<file path="src/rtl/xor_64bit.sv">
// Y-86 xorq unit: per-bit XOR slices and registered result with ZF/SF/OF, 1-cycle latency.
// No backpressure: accepts a new operation every cycle; bubbles hold the flags.

module xor_bit_slice (
  input  logic i_a,
  input  logic i_b,
  output logic o_y
);
  assign o_y = i_a ^ i_b;
endmodule

module xor_64bit #(
  parameter int WIDTH = 64
) (
  input  logic             clk,
  input  logic             rst_n,
  input  logic             in_valid,
  input  logic [WIDTH-1:0] a,
  input  logic [WIDTH-1:0] b,
  output logic [WIDTH-1:0] result,
  output logic             out_valid,
  output logic             zf,
  output logic             sf,
  output logic             of,
  output logic [WIDTH-1:0] comb_result
);

  logic [WIDTH-1:0] w_xor;
  logic             w_zero;
  logic [WIDTH-1:0] r_result;
  logic             r_valid;
  logic             r_zf;
  logic             r_sf;

  for (genvar gi = 0; gi < WIDTH; gi++) begin : g_slice
    xor_bit_slice u_slice (
      .i_a (a[gi]),
      .i_b (b[gi]),
      .o_y (w_xor[gi])
    );
  end

  assign w_zero = (w_xor == '0);

  // Flags only move on a valid op so the CC stage sees stable codes across bubbles.
  always_ff @(posedge clk or negedge rst_n) begin
    if (!rst_n) begin
      r_result <= '0;
      r_valid  <= 1'b0;
      r_zf     <= 1'b1;
      r_sf     <= 1'b0;
    end else begin
      r_valid <= in_valid;
      if (in_valid) begin
        r_result <= w_xor;
        r_zf     <= w_zero;
        r_sf     <= w_xor[WIDTH-1];
      end
    end
  end

  assign comb_result = w_xor;
  assign result      = r_result;
  assign out_valid   = r_valid;
  assign zf          = r_zf;
  assign sf          = r_sf;
  assign of          = 1'b0;

endmodule

</file>
<file path="config.mk">
export PLATFORM = sky130hd
export DESIGN_NAME = xor_64bit
export DESIGN_NICKNAME = d
export VERILOG_FILES = /design/src/rtl/xor_64bit.sv
export SDC_FILE = /design/constraint.sdc
export NUM_CORES = 1
export LEC_CHECK = 0
export ABC_CLOCK_PERIOD_IN_PS = 1550
export CAP_MARGIN = 20
export CORE_AREA = 3 3 101 103
export CTS_CLUSTER_SIZE = 12
export DETAILED_ROUTE_END_ITERATION = 7
export DIE_AREA = 0 0 104 106
export DONT_BUFFER_PORTS = 1
export GPL_TIMING_DRIVEN = 0
export PLACE_DENSITY = 0.5
export RECOVER_POWER = 50
export SYNTH_ARGS = -nofsm -noshare
export SYNTH_HDL_FRONTEND = slang
export SYNTH_HIERARCHICAL = 1
export SYNTH_SLANG_ARGS = --single-unit
</file>
<file path="constraint.sdc">
create_clock -name clk -period 1.55 [get_ports clk]
set_input_delay 0.3875 -clock clk [delete_from_list [all_inputs] [get_ports clk]]
set_output_delay 0.3875 -clock clk [all_outputs]
set_load 0.05 [all_outputs]
</file>
# After elaboration in Yosys (flattened, before gate mapping)
# Index checks and enable logic that the tools add are counted.
# totals
regBits	67
latch_bits	0
ramBits	0
rom_bits	0
elab_cells	69
memories	0
# op_classes
add_sub_neg	0
n_mul	0
div	0
order_cmp	0
eq_ne	0
shifts	0
muxes	0
n_bitwise	64
n_reduce_logical	1
# ops
cell	n
$logic_not 64->1	1
$xor 1x1->1	64

# Logic depth before layout (Yosys ltp)
# logic_depth
depth_word	2
ltp_mapped	5

# Cells and area by module
# The synthesis kept the hierarchy.
# modules_own_cells
mod	n_inst	cells_each	area_per_inst_um2	seq_area_each_um2
xor_64bit	1	165	2595.0	1652.8
xor_bit_slice	64	1	8.8	0.0

# Worst setup path after synthesis
# No wires, ideal clock.
# synth_timing
path_kind	input to register
from	in b[17]
to	reg r_zf (netlist: zf)
arrival_ns	1.780
required_ns	1.475
slack_ns	-0.305
path_stages	5
path_buffers	0
cell_sequence	xor2_1 nor4_1 nand4_1 or4_1 o22ai_2
# synth_between
elab_chain_len	2
# synth_rtl
item	line_no	text
start: declaration	19	input logic [WIDTH-1:0] b,
$xor 1x1->1	9	assign o_y = i_a ^ i_b;
$logic_not 64->1	43	assign w_zero = (w_xor == '0);
end signal: assignment	56	r_zf <= w_zero;
end: declaration	32	logic r_zf;
# No other way between the ends.
# A chain may end at the register's enable or synchronous reset.

# Final worst setup path
# layout_timing
from	in b[13]
to	reg r_zf (netlist: zf)
# The elaborated chain is that of the path after synthesis.

==> flow_summary_export.csv <==
group,metric,value,unit
timing,report.final.slew_viol_count,0,
timing,finalWorstSetupSlack,-0.0326,ns
setup_path,r2r_end,"result[28]",
finish,fin_cells,373,
clocking,cts_tree,"built",
timing,hold-worst-slack,-0.252,ns
floorplanning,die_h,106,µm
synthesis,syn_avg_cell_area,13.8,µm²
timing,slew_headroom,47.8,%
placed_design,gp_congestion,0.683,
floorplanning,start_util,34.0,%
finish,mostFrequentLayoutCells,"dfrtp_1, xor2_2, mux2_2",
placed_design,hpwl,7070,µm
pwr,p_per_area,1400,nW/µm²
timing,finalSetupViolations,1,
timing,fmax,632,MHz
floorplanning,core-area,9280,µm²
outcome,status,"finished, violations left",
clocking,clkLatencyLatePin,0.32,ns
setup_path,path_class,"in2reg",
outcome,violations,"hold timing, setup timing",
pwr,p_leak,1.56,nW
floorplanning,dieArea,11000,µm²
timing,min_period_over_period,102,%
drt,via_count,1880,
floorplanning,ios,263,
setup_path,worstPathMaxFanout,3,
global_route,track_usage,15.6,%
setup_path,critPathCaptureType,"register",
placed_design,placed_area,4050,µm²
timing,hold_viol,66,
hold_path,hp-class,"in2async",
finish,final_layout_size_suffix_gt1_share,55.7,%
setup_path,critPathRequiredTime,1.80,ns
floorplanning,die_width,104,µm
setup_path,r2r_cells,1,
global_route,grt_overflow_total,0,
finish,design_area,4170,µm²
timing,fin_crit,1.58,ns
job,cap_violations,0,
clocking,cts_buffer_depth,2,
global_route,grt_max_degree,67,
timing,clock_skew,0,ns
setup_path,crit_end,"zf",
synthesis,synthesis.area,3160,µm²
drt,drc,0,
setup_path,cp.arrival,1.84,ns
placed_design,dpl_worst_slack,-0.464,ns
clocking,cts-buffers-inserted,9,
global_route,grt_pass1_vias,2163,
synthesis,synthesis.nets,360,
placed_design,placed_cells,358,
synthesis,synth_top_area_share,51.5,%
finish,diodes,0,
placed_design,place.port_buffers,0,
floorplanning,rows,35,
drt,wl_per_cell,23.4,µm
drt,wirelength,8720,µm
synthesis,yosys.area.top_type,"dfrtp_1",
setup_path,rrSetupSlack,0.48,ns
setup_path,crit_path_start,"b[13]",
synthesis,yosys-top-cells-area,"dfrtp_1, xor2_1, mux2_2, mux2_1, nor4_1",
clocking,ctsRootBufferMaster,"clkbuf_8",
pwr,peakVddDrop,513,µV
global_route,grt_pass1_wl,13300,µm
finish,area_growth_syn_to_layout,32.3,%
drt,routed_via_density,5.04,
timing,rsz0062_at_grt,"yes",
global_route,antenna_found_initial,0,
synthesis,synth_cell_type_count,20,
finish,final_common_cell,"dfrtp_1",
drt,first_iter_violations,59,
synthesis,ys_seq_area_share,52.4,%
clocking,cts_sinks,66,
synthesis,synth_seq_cells,66,
clocking,clk_pin_slew,0.07,ns
drt,drt-pass1-iter-count,4,
synthesis,yosysWarnings,6,
timing,worst_pin_slew,0.782,ns
setup_path,r2r_start,"result[28]",
setup_path,startpoint_type,"input pin",
synthesis,syn_inst,229,
clocking,htree_levels,3,
finish,layout.nets,371,
drt,detail-route-antenna-nets,0,
## where the power goes
group / switching (mW) / internal (mW) / total [mW]
registers: 1.11 / 1.96 / 3.07
logic: 0.933 / 0.356 / 1.29
clock network: 0.636 / 0.866 / 1.50
## layout make-up
class,count,area (µm²)
tap,129,161
inverter,1,3.75
clock buffer,13,169
multi-input combinational,153,2100
clock inverter,2,35.0
fill,866,5110
sequential,66,1650
buffer,9,50.0
## state kept, by name, indices dropped and copies added, names as in the netlist
register and cells:
out_valid 1, zf 1, result 64
## critical path, stage by stage
cell	delay, ns
xor2_2	0.27
nor4_1	0.38
nand4_1	0.19
or4_4	0.51
o22ai_2	0.10
## logic make-up (layout without fill, tap and decap cells)
logic type,after synthesis,in the layout,share of synthesized area [%]
AOI/OAI and AO/OA,1,1,0.396
xor gates and xnor gates,64,64,17.8
buffers and inverters,10,25,1.59
DFF,66,66,52.4
muxes,64,64,22.8
other,1,1,0.119
and+or+nand+nor,23,23,4.92
## repair_timing
| item | in CTS | in global routing |
|---|---|---|
| setup endpoints to repair | 2 | 2 |
| pin swaps | 1 | 2 |
| endpoints found under the hold margin | 66 | 66 |
| buffers inserted | 0 | 0 |
| gates resized for setup | 5 | 3 |
## synth_stat cells (all sizes together)
cell type and instances:
nand4 3, nand2 1, or4 1, inv 1
xor2 64, clkbuf 3, nor3 1, nor2 1
nand3 1, buf 6, dfrtp 65, o22ai 1
dfstp 1, nor4 14, conb 1, mux2 64
nor4b 1
## metal layers
| layer | GRT usage, % | wire [µm] | vias to the layer above |
|---|---|---|---|
| li1 | - | - | 764 |
| met1 | 17.2 | 3020 | 961 |
| met2 | 26.3 | 4550 | 144 |
| met3 | 7.89 | 1030 | 11 |
| met4 | 5.13 | 113 | 0 |
| met5 | 0 | 0 | - |
## how the worst min path moves through the flow
| stage | from | end | slack (ns) | cells past startpoint |
|---|---|---|---|---|
| global route | rst_n | result[43] | -0.29 | 0 |
| floorplan | rst_n | out_valid | 0.09 | 0 |
| global placement | rst_n | result[35] | 0.09 | 0 |
| detailed placement | rst_n | result[38] | 0.09 | 0 |
| finish | rst_n | result[47] | -0.25 | 0 |
| CTS | rst_n | result[16] | -0.27 | 0 |
## stage by stage
step | utilization [%] | hold WS [ns] | total power, mW | setup TNS, ns
final | 45.0 | -0.252 | 5.86 | -0.0326
after detailed placement | 43.6 | 0.0938 | 4.42 | -7.31
after floorplan | - | 0.0919 | 4.22 | -0.135
after global routing | 45.0 | -0.291 | 6.11 | -0.0520
after global placement | 43.6 | 0.0938 | 4.41 | -7.00
after CTS | 46.1 | -0.272 | 5.96 | -0.0281
No activity file was read; power rests on OpenSTA's default activity.
